==> src/rtl/alu_result_collector_if.sv <==
// Writeback port from the ALU result collector into the lane VRF.
// The master (collector) drives the write, the slave (VRF) returns wb_rdy.
interface alu_result_collector_if #(
  parameter int ADDR_W = 9
) ();
  logic              wb_vld;
  logic              wb_rdy;
  logic [ADDR_W-1:0] wb_addr;
  logic [31:0]       wb_data;
  logic [3:0]        wb_bwe;

  modport master (output wb_vld, output wb_addr, output wb_data, output wb_bwe, input wb_rdy);
  modport slave  (input wb_vld, input wb_addr, input wb_data, input wb_bwe, output wb_rdy);
endinterface

==> src/rtl/alu_result_collector.sv <==
// Collects lane ALU results into a credit-protected FIFO and writes them back to the VRF.
// Optional macro ALU_RES_BYPASS_EN presents a result to the VRF in its arrival cycle when the FIFO is empty.
module alu_result_collector #(
  parameter int DEPTH   = 8,
  parameter int LATENCY = 4,
  parameter int ADDR_W  = 9
) (
  input  logic                  clk,
  input  logic                  rstn,
  input  logic                  start_i,
  input  logic [15:0]           elem_cnt_i,
  input  logic [ADDR_W-1:0]     base_addr_i,
  input  logic [1:0]            sew_i,
  input  logic                  reduction_i,
  input  logic                  issue_vld_i,
  output logic                  issue_rdy_o,
  input  logic                  alu_vld_i,
  input  logic [31:0]           alu_result_i,
  alu_result_collector_if.master wb,
  output logic                  busy_o,
  output logic                  done_o,
  output logic                  overflow_err_o
);
  localparam int PTR_W = $clog2(DEPTH);
  localparam int CNT_W = PTR_W + 1;
  localparam int SUM_W = CNT_W + 1;

  typedef enum logic [1:0] {IDLE, RUN, DRAIN} state_t;

  function automatic logic [3:0] sew_to_bwe(input logic [1:0] sew);
    case (sew)
      2'b00:   return 4'b0001;
      2'b01:   return 4'b0011;
      2'b10:   return 4'b1111;
      default: return 4'b0000;
    endcase
  endfunction

  state_t              state_q, state_d;
  logic [15:0]         elem_cnt_q, elem_cnt_d, issued_q, issued_d, received_q, received_d;
  logic [ADDR_W-1:0]   base_q, base_d;
  logic [1:0]          sew_q, sew_d;
  logic                red_q, red_d, err_q, err_d, done_q, done_d;
  logic [CNT_W-1:0]    inflight_q, inflight_d, count_q, count_d;
  logic [PTR_W-1:0]    wr_ptr_q, wr_ptr_d, rd_ptr_q, rd_ptr_d;

  logic [31:0]         data_mem [DEPTH];
  logic [ADDR_W-1:0]   addr_mem [DEPTH];

  logic                fifo_empty, fifo_full, push, pop, issue_fire;
  logic                alu_err, alu_acc, keep, is_last;
  logic [ADDR_W-1:0]   res_addr;
`ifdef ALU_RES_BYPASS_EN
  logic                byp;
`endif

  // Datapath control: credit, acceptance and FIFO push/pop
  always_comb begin
    fifo_empty  = (count_q == '0);
    fifo_full   = (count_q == CNT_W'(DEPTH));
    issue_rdy_o = (state_q == RUN) && (issued_q < elem_cnt_q) &&
                  ((SUM_W'(inflight_q) + SUM_W'(count_q)) < SUM_W'(DEPTH));
    issue_fire  = issue_vld_i & issue_rdy_o;
    pop         = !fifo_empty & wb.wb_rdy;
    alu_err     = alu_vld_i && ((inflight_q == '0) || (state_q == IDLE) || (fifo_full && !pop));
    alu_acc     = alu_vld_i & !alu_err;
    is_last     = (received_q == elem_cnt_q - 16'd1);
    keep        = alu_acc & (!red_q | is_last);
    res_addr    = red_q ? base_q : base_q + ADDR_W'(received_q);
`ifdef ALU_RES_BYPASS_EN
    // Kept free of wb_rdy so the bypass valid never depends on the VRF ready
    byp         = alu_vld_i && fifo_empty && (inflight_q != '0) && (state_q != IDLE) &&
                  (!red_q || is_last);
    push        = keep & !(byp & wb.wb_rdy);
`else
    push        = keep;
`endif
  end

  always_comb begin
    wb.wb_vld  = !fifo_empty;
    wb.wb_data = fifo_empty ? '0 : data_mem[rd_ptr_q];
    wb.wb_addr = fifo_empty ? '0 : addr_mem[rd_ptr_q];
    wb.wb_bwe  = fifo_empty ? '0 : sew_to_bwe(sew_q);
`ifdef ALU_RES_BYPASS_EN
    if (byp) begin
      wb.wb_vld  = 1'b1;
      wb.wb_data = alu_result_i;
      wb.wb_addr = res_addr;
      wb.wb_bwe  = sew_to_bwe(sew_q);
    end
`endif
  end

  // Sequencer and counters
  always_comb begin
    state_d    = state_q;
    elem_cnt_d = elem_cnt_q;
    base_d     = base_q;
    sew_d      = sew_q;
    red_d      = red_q;
    issued_d   = issued_q + {15'd0, issue_fire};
    received_d = received_q + {15'd0, alu_acc};
    inflight_d = inflight_q + CNT_W'(issue_fire) - CNT_W'(alu_acc);
    count_d    = count_q + CNT_W'(push) - CNT_W'(pop);
    wr_ptr_d   = wr_ptr_q + PTR_W'(push);
    rd_ptr_d   = rd_ptr_q + PTR_W'(pop);
    err_d      = err_q | alu_err;
    done_d     = 1'b0;
    case (state_q)
      IDLE: begin
        if (start_i) begin
          err_d = 1'b0;
          if (elem_cnt_i != 16'd0) begin
            elem_cnt_d = elem_cnt_i;
            base_d     = base_addr_i;
            sew_d      = sew_i;
            red_d      = reduction_i;
            issued_d   = '0;
            received_d = '0;
            inflight_d = '0;
            state_d    = RUN;
          end else begin
            done_d = 1'b1;
          end
        end
      end
      RUN: begin
        if (received_d == elem_cnt_q) state_d = DRAIN;
      end
      DRAIN: begin
        if (fifo_empty) begin
          done_d  = 1'b1;
          state_d = IDLE;
        end
      end
      default: state_d = IDLE;
    endcase
  end

  always_ff @(posedge clk or negedge rstn) begin
    if (!rstn) begin
      state_q    <= IDLE;
      elem_cnt_q <= '0;
      base_q     <= '0;
      sew_q      <= '0;
      red_q      <= 1'b0;
      issued_q   <= '0;
      received_q <= '0;
      inflight_q <= '0;
      count_q    <= '0;
      wr_ptr_q   <= '0;
      rd_ptr_q   <= '0;
      err_q      <= 1'b0;
      done_q     <= 1'b0;
    end else begin
      state_q    <= state_d;
      elem_cnt_q <= elem_cnt_d;
      base_q     <= base_d;
      sew_q      <= sew_d;
      red_q      <= red_d;
      issued_q   <= issued_d;
      received_q <= received_d;
      inflight_q <= inflight_d;
      count_q    <= count_d;
      wr_ptr_q   <= wr_ptr_d;
      rd_ptr_q   <= rd_ptr_d;
      err_q      <= err_d;
      done_q     <= done_d;
    end
  end

  always_ff @(posedge clk) begin
    if (push) begin
      data_mem[wr_ptr_q] <= alu_result_i;
      addr_mem[wr_ptr_q] <= res_addr;
    end
  end

  assign busy_o         = (state_q != IDLE);
  assign done_o         = done_q;
  assign overflow_err_o = err_q;

  credit_ok: assert property (@(posedge clk) disable iff (!rstn)
    (DEPTH >= LATENCY) && ((SUM_W'(inflight_q) + SUM_W'(count_q)) <= SUM_W'(DEPTH)));
endmodule
==> src/flat_wrapper.sv <==
// flat-port wrapper written by rule: the top's interface ports become plain ports
module alu_result_collector_flat 
#(
  parameter int DEPTH   = 8,
  parameter int LATENCY = 4,
  parameter int ADDR_W  = 9
)
  (clk, rstn, start_i, elem_cnt_i, base_addr_i, sew_i, reduction_i, issue_vld_i, issue_rdy_o, alu_vld_i, alu_result_i, busy_o, done_o, overflow_err_o, wb_wb_vld, wb_wb_addr, wb_wb_data, wb_wb_bwe, wb_wb_rdy);
  alu_result_collector_if #(.ADDR_W(ADDR_W)) wb_i ();
  input  logic clk;
  input  logic rstn;
  input  logic start_i;
  input  logic [15:0] elem_cnt_i;
  input  logic [ADDR_W-1:0] base_addr_i;
  input  logic [1:0] sew_i;
  input  logic reduction_i;
  input  logic issue_vld_i;
  output logic issue_rdy_o;
  input  logic alu_vld_i;
  input  logic [31:0] alu_result_i;
  output logic busy_o;
  output logic done_o;
  output logic overflow_err_o;
  output wire logic [$bits(wb_i.wb_vld)-1:0] wb_wb_vld;
  output wire logic [$bits(wb_i.wb_addr)-1:0] wb_wb_addr;
  output wire logic [$bits(wb_i.wb_data)-1:0] wb_wb_data;
  output wire logic [$bits(wb_i.wb_bwe)-1:0] wb_wb_bwe;
  input wire logic [$bits(wb_i.wb_rdy)-1:0] wb_wb_rdy;
  assign wb_wb_vld = wb_i.wb_vld;
  assign wb_wb_addr = wb_i.wb_addr;
  assign wb_wb_data = wb_i.wb_data;
  assign wb_wb_bwe = wb_i.wb_bwe;
  assign wb_i.wb_rdy = wb_wb_rdy;
  alu_result_collector #(.DEPTH(DEPTH), .LATENCY(LATENCY), .ADDR_W(ADDR_W)) u_core (.clk(clk), .rstn(rstn), .start_i(start_i), .elem_cnt_i(elem_cnt_i), .base_addr_i(base_addr_i), .sew_i(sew_i), .reduction_i(reduction_i), .issue_vld_i(issue_vld_i), .issue_rdy_o(issue_rdy_o), .alu_vld_i(alu_vld_i), .alu_result_i(alu_result_i), .wb(wb_i), .busy_o(busy_o), .done_o(done_o), .overflow_err_o(overflow_err_o));
endmodule
==> config.mk <==
export PLATFORM = sky130hd
export DESIGN_NAME = alu_result_collector_flat
export DESIGN_NICKNAME = d
export VERILOG_FILES = /design/src/rtl/alu_result_collector_if.sv /design/src/rtl/alu_result_collector.sv /design/src/flat_wrapper.sv
export SDC_FILE = /design/constraint.sdc
export NUM_CORES = 1
export LEC_CHECK = 0
export ABC_CLOCK_PERIOD_IN_PS = 11000
export BUFFER_PORTS_ARGS = -buffer_cell sky130_fd_sc_hd__buf_2
export CAP_MARGIN = 20
export CORE_ASPECT_RATIO = 2
export CORE_MARGIN = 2
export CORE_UTILIZATION = 25
export DETAILED_ROUTE_END_ITERATION = 6
export PLACE_DENSITY = 0.45
export SLEW_MARGIN = 20
export SYNTH_ARGS = -nofsm -noshare
export SYNTH_HDL_FRONTEND = slang
export SYNTH_SLANG_ARGS = --single-unit
==> constraint.sdc <==
create_clock -name clk -period 11 [get_ports clk]
set_clock_uncertainty 0.1 [all_clocks]
set_input_delay 0.55 -clock clk [delete_from_list [all_inputs] [get_ports clk]]
set_output_delay 0.55 -clock clk [all_outputs]
set_load 0.005 [all_outputs]
* Yosys cells after proc, flatten, opt, wreduce, memory -nomap -nowiden *
Memories as Yosys holds them, arrays and structs flattened.
Index checks and enable logic that the tools add are counted.

operators by class
  mux-type cells = 27
  $add $sub $neg = 11
  magnitude comparators = 2
  eq/ne operators = 11
  reduce and logical (&&, ||, !) cells = 18
  bitwise operators = 6

operators with widths
  cell                   count
  $mux 16                6
  $add 16x1->16          2
  $eq 16x16->1           2
  $mux 32                1
  $mux 9                 2
  $lt 16x16->1           1
  $mux 4                 4
  $reduce_bool 16->1     1
  $sub 16x1->16 const B  1
  $pmux 4 s3             1
  $add 9x9->9            1
  $add 4x1->4            2
  $logic_not 4->1        2
  $mux 2                 4
  $sub 4x1->4            2
  $mux 1                 7
  $add 3x1->3            2
  $ne 2x2->1 const B     3
  $pmux 2 s3             1
  $add 4x4->5            1
  $lt 5x4->1 const B     1
  $and 1x1->1            4
  $eq 2x1->1 const B     2
  $eq 2x2->1 const B     2
  11 further kinds       20

word-level totals
  memories = 2
  memory bits (writable) = 328
  input bits = 66
  output and inout bits = 50
  bits in registers = 78

memory list
  memory           words  bits a word  rd ports  clocked after memory_dff  wr ports  RTL line                    RTL
  u_core.data_mem  8      32           1         0                         1         alu_result_collector.sv:47  logic [31:0] data_mem [DEPTH];
  u_core.addr_mem  8      9            1         0                         1         alu_result_collector.sv:48  logic [ADDR_W-1:0] addr_mem [DEPTH];

* Logic depth before layout (Yosys ltp) *
  depth in word-level cells = 13
  mapped depth = 16
  gate-level depth less buffers = 15

* Least setup slack after synthesis *
OpenSTA, ideal clock, no wires.

  kind = register -> register
  start = reg u_core.elem_cnt_q[4]
  end = mem u_core.addr_mem[0][0], enable pin
  stages on the path, launching flop included = 9
  arrival time = 7114 ps
  required time = 10333 ps
  path buffers = 2
  path slack = 3218 ps
  period minus slack after synthesis = 7782 ps
  path through = dfrtp_1 > buf_6 > or4_4 > buf_6 > or3_1 > or4_4 > a221oi_2 > nand4_2 > a2111oi_1

on the way
  longest elaborated chain between the ends = 6

ends and longest elaborated chain
  what                          RTL line                     RTL
  from (decl)                   alu_result_collector.sv:40   logic [15:0] elem_cnt_q, elem_cnt_d, issued_q, issued_d, received_q, received_d;
  from (signal assigned)        alu_result_collector.sv:158  elem_cnt_q <= elem_cnt_d;
  $sub 16x1->16                 alu_result_collector.sv:67   is_last = (received_q == elem_cnt_q - 16'd1);
  $eq 16x16->1                  alu_result_collector.sv:67
  $or 1x1->1                    alu_result_collector.sv:68   keep = alu_acc & (!red_q | is_last);
  $and 1x1->1                   alu_result_collector.sv:68
  $mux 1                        alu_result_collector.sv:174  if (push) begin
  $mux 1 (not written as such)  alu_result_collector.sv:176  addr_mem[wr_ptr_q] <= res_addr;
  to (decl)                     alu_result_collector.sv:48

Every way passes these cells.

* Worst setup path in the final report *
  start = reg u_core.elem_cnt_q[5]
  end = mem u_core.data_mem[1][20], enable pin

on the way
  longest elaborated chain between the ends = 6

ends and longest elaborated chain
  what                          RTL line                     RTL
  $sub 16x1->16                 alu_result_collector.sv:67
  $eq 16x16->1                  alu_result_collector.sv:67
  $or 1x1->1                    alu_result_collector.sv:68
  $and 1x1->1                   alu_result_collector.sv:68
  $mux 1                        alu_result_collector.sv:174
  $mux 1 (not written as such)  alu_result_collector.sv:175  data_mem[wr_ptr_q] <= alu_result_i;
  to (decl)                     alu_result_collector.sv:47

Every way passes these cells.

==> flow_metrics.tcl <==
set metrics [dict create \
    wire_per_inst_um 20.2 \
    die_h_um 382 \
    synthArstFlopShare_pct 19.2 \
    ff2ff_path_depth 7 \
    crit_start "u_core.elem_cnt_q[5]" \
    vias_per_cell 4.58 \
    yosysUniqueCellTypes 63 \
    place_area_um2 19500 \
    drc 0 \
    dieArea_um2 73700 \
    yosysTopAreaCellShare_pct 55.1 \
    r2r_start "u_core.elem_cnt_q[5]" \
    place.gp.congestion 0.800 \
    power_density_nw_per_um2 264 \
    drive_gt1_share_pct 22.6 \
    critical_path_class "flop to flop" \
    final_nets 1376 \
    place_inst 2125 \
    synth_commonest_cells "edfxtp_1, nor2_1, mux4_2" \
    cts_buffer_depth 3 \
    p_leak_nw 7.49 \
    clock_latency_ns 0.55 \
    wl_mm 44.5 \
    clock_sinks 406 \
    min_to "u_core.base_q[2]" \
    setup_viol 0 \
    switching_share_pct 34.4 \
    layout.cells.non_filler 2200 \
    grt_pass1_wl_mm 67.1 \
    cts_setup_buffers 0 \
    p_switching_w 0.00189 \
    drt-initial-drc-count 562 \
    fillers 7115 \
    critical_path_arrival_ns 4.53 \
    rrSetupSlack_ns 6.55 \
    grt-ovfl-total 0 \
    cts_tree "built" \
    rsz0062_at_grt "no" \
    start_kind "flop" \
    synthTopCellsByArea "edfxtp_1, dfrtp_1, mux4_2" \
    seqPwrFrac_pct 40.9 \
    relSlewSlack_pct 29.9 \
    antennaDiodeCount 0 \
    design_area_um2 20800 \
    core_um2 70800 \
    track_usage_pct 12.3 \
    cts.repair.resized 0 \
    start_util_pct 25.2 \
    grt_max_degree 58 \
    worstReg2RegEnd "u_core.data_mem[1][20]" \
    postSynthCellCount 1146 \
    syn_area_per_cell_um2 15.6 \
    clock.fmax_mhz 225 \
    io_buffers 115 \
    fin_util_pct 29.4 \
    finalSetupTns_ns 0 \
    place_hpwl_mm 28.7 \
    yosysTopAreaCell "edfxtp_1" \
    ys_seq_elements 406 \
    p_clk_share_pct 25.0 \
    min_path_cells 3 \
    cp_max_fo 41 \
    die_w_um 193 \
    pre_cts_slack_ns 6.53 \
    final_max_slew_viol_count 0 \
    clk_pin_slew_worst_paths_ns 0.06 \
    cts_root_buf "clkbuf_16" \
    io_pins 116 \
    rows 138 \
    period_share_pct 40.5 \
    grt_pass1_vias 10851 \
    finalHoldViolations 0 \
    cp_data_required_time_ns 11.08 \
    synth-seq-area-share_pct 66.1 \
    antenna_found_initial 3 \
    cts_buffers 41 \
    ant_nets 0 \
    min_period_ns 4.45 \
    p_int_w 0.00361 \
    outcome "completed" \
    cap_violations 0 \
    ys.warnings.count 0 \
    worst_pin_slew_ns 1.04 \
    hp-class "input port to flop" \
    area_growth_syn_to_layout_pct 16.6 \
    firstDrtPassIters 5 \
    p_comb_share_pct 34.2 \
    hold_start "base_addr_i[2]" \
    layout_setup_ws_ns 6.55 \
    yosysMostFrequentCell "edfxtp_1" \
    synth-edff-count 328 \
    htreeDepth 2 \
    route.vias.total 10082 \
    ir_drop_mv 0.135 \
    hold_buffers 1 \
    synth_ff_type "edfxtp_1" \
    syn_area_um2 17900 \
    syn_nets 1263 \
    setup.worst_path.end_class "flop" \
]
## stage by stage
step,hold slack [ns],total power (W)
2_1_floorplan,0.154,0.00350
4_1_cts,0.0566,0.00565
6_report,0.0931,0.00550
3_5_place_dp,0.357,0.00424
3_3_place_gp,0.347,0.00421
5_1_grt,0.0851,0.00589
## area by class of cell
type / instances / area, um2 / share of cell area [%]
clock buffers: 53 / 1090 / 5.24
clock inverters: 21 / 208 / 0.997
inverters: 46 / 173 / 0.829
multi-input cells: 634 / 5710 / 27.4
flip-flops and latches: 406 / 11800 / 56.7
well taps: 910 / 1140 / 5.47
repair buffers: 130 / 693 / 3.33
## per-layer routing
layer  routed length, um  part of all wire (%)  vias up  global-route usage (%)
li1                    -                     -     4592                       -
met1               16800                    38     5184                    13.7
met2               24300                    55      232                    23.1
met3                2020                   4.5       68                    2.02
met4                1280                   2.9        6                    4.14
met5                  32                 0.072        -                       0
## layout by cell type (no fill, tap or decap), drive strengths merged, types with 3 or more instances in the layout
cell type  count
mux4          82
nand3         16
a211oi        11
nor3b          5
nor3          10
ha            48
buf          129
clkbuf        53
or4            7
clkinv        14
nand3b         3
inv           48
and3           9
or3            8
a21o           8
o21bai         3
and2           9
nor2          87
fa             3
nor4          17
o21ai         39
xor2          32
dfrtp         78
nand2         79
nand4          7
a31o           3
and3b          3
o211ai         3
edfxtp       328
nand2b         7
mux2i         42
xnor2         30
a21oi         21
o22ai          4
bufinv         3
nor2b          3
o211a          4
## critical path, stage by stage (launching register included)
cell	delay (ns)
dfrtp_1	0.49
or4_4	0.61
or3_1	0.39
or4_4	0.52
a221oi_2	0.28
nand4_2	0.49
a2111oi_2	0.54
buf_4	0.62
## state kept, by name, summed over array words and instances, names as in the netlist, 3 cells and up
signal,count
u_core.data_mem,256
u_core.rd_ptr_q,3
u_core.base_q,9
u_core.elem_cnt_q,16
u_core.count_q,4
u_core.issued_q,16
u_core.inflight_q,4
u_core.wr_ptr_q,3
u_core.received_q,16
u_core.addr_mem,72
## how the worst max path moves through the flow
stage / end / slack, ns / depth (start not counted)
5_1_grt: wb_wb_addr[2] / 6.29 / 5
6_report: u_core.data_mem[1][20] / 6.55 / 7
2_1_floorplan: u_core.addr_mem[0][0] / 3.22 / 8
3_5_place_dp: u_core.data_mem[1][3] / 6.53 / 7
3_3_place_gp: u_core.data_mem[0][3] / 6.64 / 7
4_1_cts: wb_wb_addr[2] / 6.40 / 5
## power by group through the flow
stage	Clock, W	Combinational (W)	Sequential, W
CTS	0.00143	0.00195	0.00226
detailed placement	0	0.00195	0.00229
global placement	0	0.00193	0.00228
finish	0.00137	0.00188	0.00225
global route	0.00148	0.00212	0.00229
floorplan	0	0.00137	0.00213
## logic make-up (layout without fill, tap and decap cells)
| group | count (synthesis) | after routing | synth area share (%) |
|---|---|---|---|
| xor+xnor | 63 | 63 | 3.17 |
| buf+inv | 106 | 250 | 2.44 |
| mux | 125 | 125 | 12.8 |
| fa+ha+maj | 51 | 51 | 3.70 |
| compound gates | 118 | 118 | 4.35 |
| simple gates | 277 | 277 | 7.52 |
| flops | 406 | 406 | 66.1 |
Note: power is estimated with default switching activity, not from simulation.
